[config.mk]
export PLATFORM = sky130hd
export DESIGN_NAME = ring_out_arb
export DESIGN_NICKNAME = d
export VERILOG_FILES = /design/src/rtl/ring_out_arb.sv
export SDC_FILE = /design/constraint.sdc
export NUM_CORES = 1
export LEC_CHECK = 0
export CAP_MARGIN = 20
export CORE_ASPECT_RATIO = 0.5
export CORE_MARGIN = 2
export CORE_UTILIZATION = 46
export DETAILED_ROUTE_END_ITERATION = 8
export GPL_ROUTABILITY_DRIVEN = 0
export PLACE_DENSITY = 0.95
export SETUP_SLACK_MARGIN = 0.15
export SYNTH_ARGS = -nofsm -noshare
export SYNTH_HDL_FRONTEND = slang
export SYNTH_SLANG_ARGS = --single-unit
[constraint.sdc]
create_clock -name QClk -period 12.7 [get_ports QClk]
set_input_delay 1.27 -clock QClk [delete_from_list [all_inputs] [get_ports QClk]]
set_output_delay 1.27 -clock QClk [all_outputs]
set_load 0.1 [all_outputs]
[src/rtl/ring_out_arb.sv]
// Ring output arbiter: merges pass-through ring traffic with local F2C responses and
// C2F requests onto the ring-out stage, using a one-entry skid and starvation relief.
module ring_out_arb #(
    parameter int STARVE_MAX = 8
) (
    input  logic        QClk,
    input  logic        RstQnnnH,
    input  logic [7:0]  CoreID,
    input  logic        RingReqInValidQ501H,
    input  logic [9:0]  RingReqInRequestorQ501H,
    input  logic [1:0]  RingReqInOpcodeQ501H,
    input  logic [31:0] RingReqInAddressQ501H,
    input  logic [31:0] RingReqInDataQ501H,
    input  logic        F2C_RspValidQ501H,
    input  logic [9:0]  F2C_RspRequestorQ501H,
    input  logic [1:0]  F2C_RspOpcodeQ501H,
    input  logic [31:0] F2C_RspAddressQ501H,
    input  logic [31:0] F2C_RspDataQ501H,
    input  logic        C2F_ReqValidQ501H,
    input  logic [9:0]  C2F_ReqRequestorQ501H,
    input  logic [1:0]  C2F_ReqOpcodeQ501H,
    input  logic [31:0] C2F_ReqAddressQ501H,
    input  logic [31:0] C2F_ReqDataQ501H,
    output logic [1:0]  SelRingRspOutQ501H,
    output logic        RingReqOutValidQ502H,
    output logic [9:0]  RingReqOutRequestorQ502H,
    output logic [1:0]  RingReqOutOpcodeQ502H,
    output logic [31:0] RingReqOutAddressQ502H,
    output logic [31:0] RingReqOutDataQ502H,
    output logic        SkidFullQnnnH
);

    localparam logic [1:0] OP_RD       = 2'd0;
    localparam logic [1:0] OP_WR       = 2'd1;
    localparam logic [1:0] OP_RD_RSP   = 2'd2;
    localparam logic [1:0] OP_WR_BCAST = 2'd3;

    localparam logic [1:0] SEL_NONE = 2'd0;
    localparam logic [1:0] SEL_PASS = 2'd1;
    localparam logic [1:0] SEL_F2C  = 2'd2;
    localparam logic [1:0] SEL_C2F  = 2'd3;

    localparam int         PW         = 76;
    localparam logic [3:0] STARVE_LIM = 4'(STARVE_MAX);

    logic [PW-1:0] ringPay, f2cPay, c2fPay;
    logic [PW-1:0] skidPayReg, skidPayNext;
    logic [PW-1:0] outPayReg, outPayNext;
    logic          skidValidReg, skidValidNext;
    logic          outValidReg;
    logic [3:0]    starveCntReg, starveCntNext;
    logic          rrReg, rrNext;
    logic          passThru, anyLocal, localGrant, toLocal, fromSkid;
    logic [1:0]    localSel, sel;

    assign ringPay = {RingReqInRequestorQ501H, RingReqInOpcodeQ501H,
                      RingReqInAddressQ501H, RingReqInDataQ501H};
    assign f2cPay  = {F2C_RspRequestorQ501H, F2C_RspOpcodeQ501H,
                      F2C_RspAddressQ501H, F2C_RspDataQ501H};
    assign c2fPay  = {C2F_ReqRequestorQ501H, C2F_ReqOpcodeQ501H,
                      C2F_ReqAddressQ501H, C2F_ReqDataQ501H};

    // Anything addressed to, or returning to, this core leaves the ring here.
    always_comb begin
        toLocal = 1'b0;
        if ((RingReqInOpcodeQ501H == OP_RD || RingReqInOpcodeQ501H == OP_WR) &&
            RingReqInAddressQ501H[31:24] == CoreID)
            toLocal = 1'b1;
        if ((RingReqInOpcodeQ501H == OP_RD_RSP || RingReqInOpcodeQ501H == OP_WR_BCAST) &&
            RingReqInRequestorQ501H[9:2] == CoreID)
            toLocal = 1'b1;
        passThru = RingReqInValidQ501H && !toLocal;
    end

    assign anyLocal = F2C_RspValidQ501H || C2F_ReqValidQ501H;

    always_comb begin
        localSel = SEL_NONE;
        if (F2C_RspValidQ501H && C2F_ReqValidQ501H)
            localSel = rrReg ? SEL_C2F : SEL_F2C;
        else if (F2C_RspValidQ501H)
            localSel = SEL_F2C;
        else if (C2F_ReqValidQ501H)
            localSel = SEL_C2F;
    end

    always_comb begin
        sel           = SEL_NONE;
        fromSkid      = 1'b0;
        skidValidNext = skidValidReg;
        skidPayNext   = skidPayReg;
        if (skidValidReg) begin
            // Skid drains first; a new pass-through immediately refills it.
            sel           = SEL_PASS;
            fromSkid      = 1'b1;
            skidValidNext = passThru;
            if (passThru)
                skidPayNext = ringPay;
        end else if (passThru && starveCntReg == STARVE_LIM && anyLocal) begin
            sel           = localSel;
            skidValidNext = 1'b1;
            skidPayNext   = ringPay;
        end else if (passThru) begin
            sel = SEL_PASS;
        end else if (anyLocal) begin
            sel = localSel;
        end
    end

    assign localGrant = (sel == SEL_F2C) || (sel == SEL_C2F);

    always_comb begin
        starveCntNext = starveCntReg;
        rrNext        = rrReg;
        if (localGrant) begin
            starveCntNext = 4'd0;
            rrNext        = (sel == SEL_F2C);
        end else if (anyLocal && starveCntReg != STARVE_LIM) begin
            starveCntNext = starveCntReg + 4'd1;
        end
    end

    always_comb begin
        outPayNext = '0;
        case (sel)
            SEL_PASS: outPayNext = fromSkid ? skidPayReg : ringPay;
            SEL_F2C:  outPayNext = f2cPay;
            SEL_C2F:  outPayNext = c2fPay;
            default:  outPayNext = '0;
        endcase
    end

    always_ff @(posedge QClk or posedge RstQnnnH) begin
        if (RstQnnnH) begin
            outValidReg  <= 1'b0;
            outPayReg    <= '0;
            skidValidReg <= 1'b0;
            skidPayReg   <= '0;
            starveCntReg <= 4'd0;
            rrReg        <= 1'b0;
        end else begin
            outValidReg  <= (sel != SEL_NONE);
            outPayReg    <= outPayNext;
            skidValidReg <= skidValidNext;
            skidPayReg   <= skidPayNext;
            starveCntReg <= starveCntNext;
            rrReg        <= rrNext;
        end
    end

    assign SelRingRspOutQ501H   = sel;
    assign RingReqOutValidQ502H = outValidReg;
    assign {RingReqOutRequestorQ502H, RingReqOutOpcodeQ502H,
            RingReqOutAddressQ502H, RingReqOutDataQ502H} = outPayReg;
    assign SkidFullQnnnH        = skidValidReg;

endmodule

==> flow_summary.ini, run 1 <==
[cells_and_area]
ff_latch_area_mm2 = 0.00398
design_area_mm2 = 0.0114
n_antenna_cell = 0
fill_cells = 1035
drive_gt1_share_pct = 13.0
multi_input_area_mm2 = 0.00326
syn2layout_area_growth_pct = 53.1
final_nets = 1187

[setup_path]
cp.arrival_ns = 4.45
critPathTopFamily = buffers and inverters
worstPathBufferInverterCount = 3
max_stage_delay_ns = 1.00
critical_path.max_fanout = 17
cp-end-kind = output port
start_kind = primary input
cp_cell_sequence = clkdlybuf4s50_1 > xnor2_1 > nand4_1 > o31ai_1 > o21ai_4 > buf_16 > clkdlybuf4s50_1
slowest_stage = clkdlybuf4s50_1
crit_required_ns = 11.43
crit_top_cell = clkdlybuf4s50_1
critPathKind = in2out

[floorplanning]
start_util_pct = 47.7
die_h_um = 94.1
die_x_um = 184
dieArea_mm2 = 0.0173
core_area_mm2 = 0.0157
placementRows = 32
ios = 321

[routing]
dr.pass1.iters = 4
drc = 0
num_vias = 6489
via_per_inst = 5.51
routed_wl_mm = 23.1
wl_per_cell_um = 19.6
route.antenna.remaining_nets = 0
drt_first_iter_violations = 273

[sta]
finalCritPeriodShare_pct = 45.1
finalSetupViolations = 0
maxSlewHeadroom_pct = 30.9
tns_ns = 0
tightest_slew_ns = 1.03
fin_skew_ns = 0.0107
slew_viol_final = 0
hold_violations = 0
rsz0062_at_grt = false
min_period_ns = 5.72
fmaxAchievable_ghz = 0.175

[power_and_ir_drop]
p_per_area_mw_per_mm2 = 165
internal-power_w = 0.00121
power_leakage_nw = 4.83
p_sw_w = 0.000679
vdd_drop_max_uv = 113
sw_frac_of_total_pct = 36.0
p_clk_share_pct = 26.5
power_frac_seq_pct = 39.5
comb_power_share_pct = 34.0

[synth]
yosysWarningCount = 0
synth.cell_area_mm2 = 0.00747
syn_nets = 889
synth_cell_types = 28
ys_seq_area_share_pct = 53.3
ys_ff_latch = 159
syn_area_per_cell_um2 = 11.6
postSynthCellCount = 646

[clock_network]
cts_setup_buffers = 0
numCtsBuffers = 17
clk_pin_slew_worst_paths_ns = 0.07
cts_htree_levels = 4
clock_path_buffers = 2
cts_sinks = 159
cts_root_buf = clkbuf_16
postCtsHoldBufs = 0
cts_tree = done
clk_latency_ns = 0.41
cts_resized = 0

[placed_design]
portBuffers = 320
hpwl_mm = 15.9
dpl_cell_area_mm2 = 0.0108

[grt]
track_usage_pct = 26.6
grt_max_degree = 93
grt.overflow.total = 0
antenna_found_initial = 0
grt_pass1_wl_mm = 35.5
grt_pass1_vias = 6802

[status]
outcome = complete, no violations

[job]
drv_cap = 0

[hold_path]
hp-class = reg2reg
==> cells by family (layout without fill, tap and decap cells) <==
family                   count (synthesis)  in the layout  synth area share (%)
flip-flops                             159            159                  53.3
XOR/XNOR                                17             17                  1.99
multiplexers                           152            152                  21.6
buffers and inverters                   55            366                  3.53
AO/OA/AOI/OAI                           89             89                  10.2
adder cells (fa/ha/maj)                  2              2                 0.335
AND/OR/NAND/NOR                        172            172                  9.01
==> metrics by stage <==
stage	std cells	power, W	hold slack, ns	setup WS, ns	utilization, %
floorplan	646	0.00117	0.441	7.14	-
global placement	1144	0.00135	0.454	6.93	69.0
detailed placement	1144	0.00138	0.468	6.88	69.0
CTS	1176	0.00189	0.478	6.80	72.7
global route	1178	0.00196	0.501	6.89	73.1
finish	1178	0.00188	0.476	6.98	73.1
==> synth_stat cells (all sizes together) <==
cell / n / share of area (%)
mux2: 76 / 11
xnor2: 16 / 1.9
clkbuf: 27 / 1.4
nor3: 1 / 0.067
o31ai: 3 / 0.55
o221ai: 76 / 8.9
nand3: 5 / 0.33
buf: 23 / 1.9
xor2: 1 / 0.12
o21ai: 6 / 0.40
nor2: 4 / 0.20
mux2i: 76 / 10
ha: 2 / 0.33
or3: 1 / 0.084
and3b: 1 / 0.12
dfrtp: 159 / 53
nand4: 2 / 0.17
nand2: 155 / 7.8
a211oi: 1 / 0.17
inv: 5 / 0.25
nand2b: 3 / 0.25
a21oi: 3 / 0.20
==> final timing paths <==
kind / cells past startpoint / endpoint / from / slack, ns
min: 2 / outPayReg[13] / skidPayReg[13] / 0.48
max: 7 / SelRingRspOutQ501H[0] / RingReqInAddressQ501H[26] / 6.98
min in group asynchronous: 2 / outPayReg[8] / RstQnnnH / 1.39
max reg2reg: 9 / outPayReg[65] / starveCntReg[0] / 9.13
max in group asynchronous: 4 / SkidFullQnnnH / RstQnnnH / 10.07
min reg2reg: 2 / outPayReg[13] / skidPayReg[13] / 0.48
==> layout make-up <==
type,instances,share of cell area [%]
multi-input cells,432,28.5
flip-flops and latches,159,34.8
clock inverters,13,1.13
inverters,5,0.208
clock buffers,19,3.96
well taps,221,2.42
repair buffers,329,28.9
==> state kept, by name, summed over array words and instances (netlist names) <==
register,flops
SkidFullQnnnH,1
outPayReg,76
rrReg,1
RingReqOutValidQ502H,1
starveCntReg,4
skidPayReg,76
==> metal layers <==
metal	up-vias	global-route usage [%]	part of all wire (%)
met2	246	50.7	54
met1	3260	29.9	38
met4	0	11.4	3.6
met3	63	4.11	4.1
met5	-	0	0
li1	2920	-	-
==> worst register-to-register path, stage by stage (launching register included) <==
cell	delay [ns]
dfrtp_1	0.39
inv_1	0.09
ha_1	0.21
and3b_1	0.25
o21ai_1	0.22
o31ai_1	0.26
o21ai_4	0.58
buf_4	0.80
mux2i_1	0.44
o221ai_1	0.17
==> power by group through the flow <==
stage                     Combinational, W  Sequential [W]  Clock [W]
after floorplan                   0.000215        0.000956          0
after global placement            0.000619        0.000736          0
after detailed placement          0.000635        0.000747          0
after CTS                         0.000639        0.000740   0.000509
after global routing              0.000670        0.000761   0.000534
final                             0.000640        0.000745   0.000500
==> placed cells by master (no fill, tap or decap), types with 3 or more instances in the layout <==
cell type	n
a21oi_1	3
buf_4	7
clkbuf_16	17
clkdlybuf4s50_1	320
clkinv_4	5
dfrtp_1	158
inv_1	4
inv_6	5
mux2_2	76
mux2i_1	76
nand2_1	155
nand2b_1	3
nand3_1	5
nor2_1	3
o21ai_0	4
o221ai_1	76
xnor2_1	16
Note: power is estimated with default switching activity, not from simulation.
==> run 2: changes to the inputs <==
--- a/config.mk
+++ b/config.mk
@@ -8,10 +8,10 @@
 export CAP_MARGIN = 20
 export CORE_ASPECT_RATIO = 0.5
 export CORE_MARGIN = 2
-export CORE_UTILIZATION = 46
+export CORE_UTILIZATION = 43
 export DETAILED_ROUTE_END_ITERATION = 8
 export GPL_ROUTABILITY_DRIVEN = 0
-export PLACE_DENSITY = 0.95
+export PLACE_DENSITY = 0.9
 export SETUP_SLACK_MARGIN = 0.15
 export SYNTH_ARGS = -nofsm -noshare
 export SYNTH_HDL_FRONTEND = slang
==> constraint.sdc (replaced) <==
create_clock -name QClk -period 5.5 [get_ports QClk]
set_input_delay 0.55 -clock QClk [delete_from_list [all_inputs] [get_ports QClk]]
set_output_delay 0.55 -clock QClk [all_outputs]
set_load 0.1 [all_outputs]
==> flow_summary.ini, run 2 (synthesized netlist as in run 1, its figures left out) <==
[status]
outcome = complete, no violations

[floorplanning]
start_util_pct = 43.5
die_x_um = 190
die_h_um = 97.2
ios = 321
placementRows = 34
core_area_mm2 = 0.0172
dieArea_mm2 = 0.0185

[routing]
wl_per_cell_um = 18.7
num_vias = 6355
routed_wl_mm = 22.3
drc = 0
route.antenna.remaining_nets = 0
via_per_inst = 5.33
drt_first_iter_violations = 270
dr.pass1.iters = 6

[grt]
grt_pass1_wl_mm = 35.1
grt.overflow.total = 0
track_usage_pct = 24.2
grt_pass1_vias = 6715
antenna_found_initial = 1
grt_max_degree = 121

[clock_network]
cts_htree_levels = 4
cts_root_buf = clkbuf_16
cts_setup_buffers = 0
cts_sinks = 159
numCtsBuffers = 17
cts_resized = 0
cts_tree = done
clk_latency_ns = 0.42
postCtsHoldBufs = 0
clock_path_buffers = 2
clk_pin_slew_worst_paths_ns = 0.07

[placed_design]
hpwl_mm = 15.7
dp_cells = 1158
portBuffers = 320
dpl_cell_area_mm2 = 0.0108

[sta]
finalSetupViolations = 0
fin_skew_ns = 0.0119
holdWs_ns = 0.479
min_period_ns = 3.94
hold_violations = 0
tns_ns = 0
fmaxAchievable_ghz = 0.254
maxSlewHeadroom_pct = 24.8
rsz0062_at_grt = false
slew_viol_final = 0
tightest_slew_ns = 1.13
finalCritPeriodShare_pct = 71.6

[setup_path]
cp-end-kind = output port
critPathKind = in2out
crit_top_cell = clkdlybuf4s50_1
start_kind = primary input
crit_required_ns = 4.95
critical_path.max_fanout = 3
max_stage_delay_ns = 1.18
cp_cell_sequence = clkdlybuf4s50_1 > xnor2_1 > nand4_1 > nor3_1 > o31ai_4 > inv_1 > clkdlybuf4s50_1
slowest_stage = clkdlybuf4s50_1
cp.arrival_ns = 3.39

[cells_and_area]
drive_gt1_share_pct = 13.0
fill_cells = 1307
layout_commonest_cell = clkdlybuf4s50_1
instances_no_fill = 1192
final_cell_mix = 320 x clkdlybuf4s50_1, 158 x dfrtp_1, 155 x nand2_1
largestRegisters = outPayReg x76, skidPayReg x76, starveCntReg x4
final_nets = 1187
syn2layout_area_growth_pct = 53.3
utilization_pct = 66.6
design_area_mm2 = 0.0115

[hold_path]
hp-class = reg2reg

[power_and_ir_drop]
p_per_area_mw_per_mm2 = 382
power_leakage_nw = 4.83
vdd_drop_max_uv = 266

[job]
drv_cap = 0
run 2: cell types whose count changed in the layout (fill, tap and decap cells not counted), sizes merged:
| cell | change |
|---|---|
| clkinv | +1 |
| diode | +1 |
| inv | -1 |
| bufinv | +1 |
| clkbuf | -1 |
run 2: area by class of cell:
cell class	count	area (um2)	share of cell area, %
sequential	159	3980	34.8
timing repair buffer	329	3290	28.7
multi-input combinational	432	3260	28.5
clock buffer	18	439	3.83
tap	234	293	2.56
clock inverter	14	158	1.38
inverter	5	23.8	0.208
antenna	1	2.50	0.0219
run 2: final timing paths:
check                                      from               endpoint  slack (ns)  cells past startpoint
min in group asynchronous              RstQnnnH          outPayReg[31]        0.55                      2
worst max register to register  starveCntReg[0]          outPayReg[40]        2.03                     10
max in group asynchronous              RstQnnnH          outPayReg[48]        4.01                      3
worst min register to register            rrReg                  rrReg        0.48                      2
worst max-delay path                  CoreID[1]  SelRingRspOutQ501H[1]        1.56                      7
worst min-delay path                      rrReg                  rrReg        0.48                      2
run 2: stage by stage:
step	power (W)	setup WS, ns
after detailed placement	0.00319	1.58
after CTS	0.00440	1.58
after global routing	0.00456	1.48
after global placement	0.00313	1.60
final	0.00437	1.56
after floorplan	0.00270	0.658
run 2: layer usage:
layer | global-route usage [%] | wire [um] | up-vias
met5 | 0 | 0 | -
met4 | 8.59 | 743 | 0
met3 | 5.71 | 1060 | 50
met2 | 43.9 | 11800 | 195
met1 | 28.0 | 8720 | 3184
li1 | - | - | 2926
run 2: critical path, delay by kind of cell:
family	cells	cell delay [ns]
AND/OR/NAND/NOR	2	0.64
AO/OA/AOI/OAI	1	0.16
buffers and inverters	3	1.89
XOR/XNOR	1	0.15
run 2: power breakdown:
part	internal, W	leakage [nW]	switching (W)
combinational	0.000590	2.61	0.000873
sequential	0.00153	1.93	0.000178
clock	0.000689	0.289	0.000508
total	0.00281	4.83	0.00156
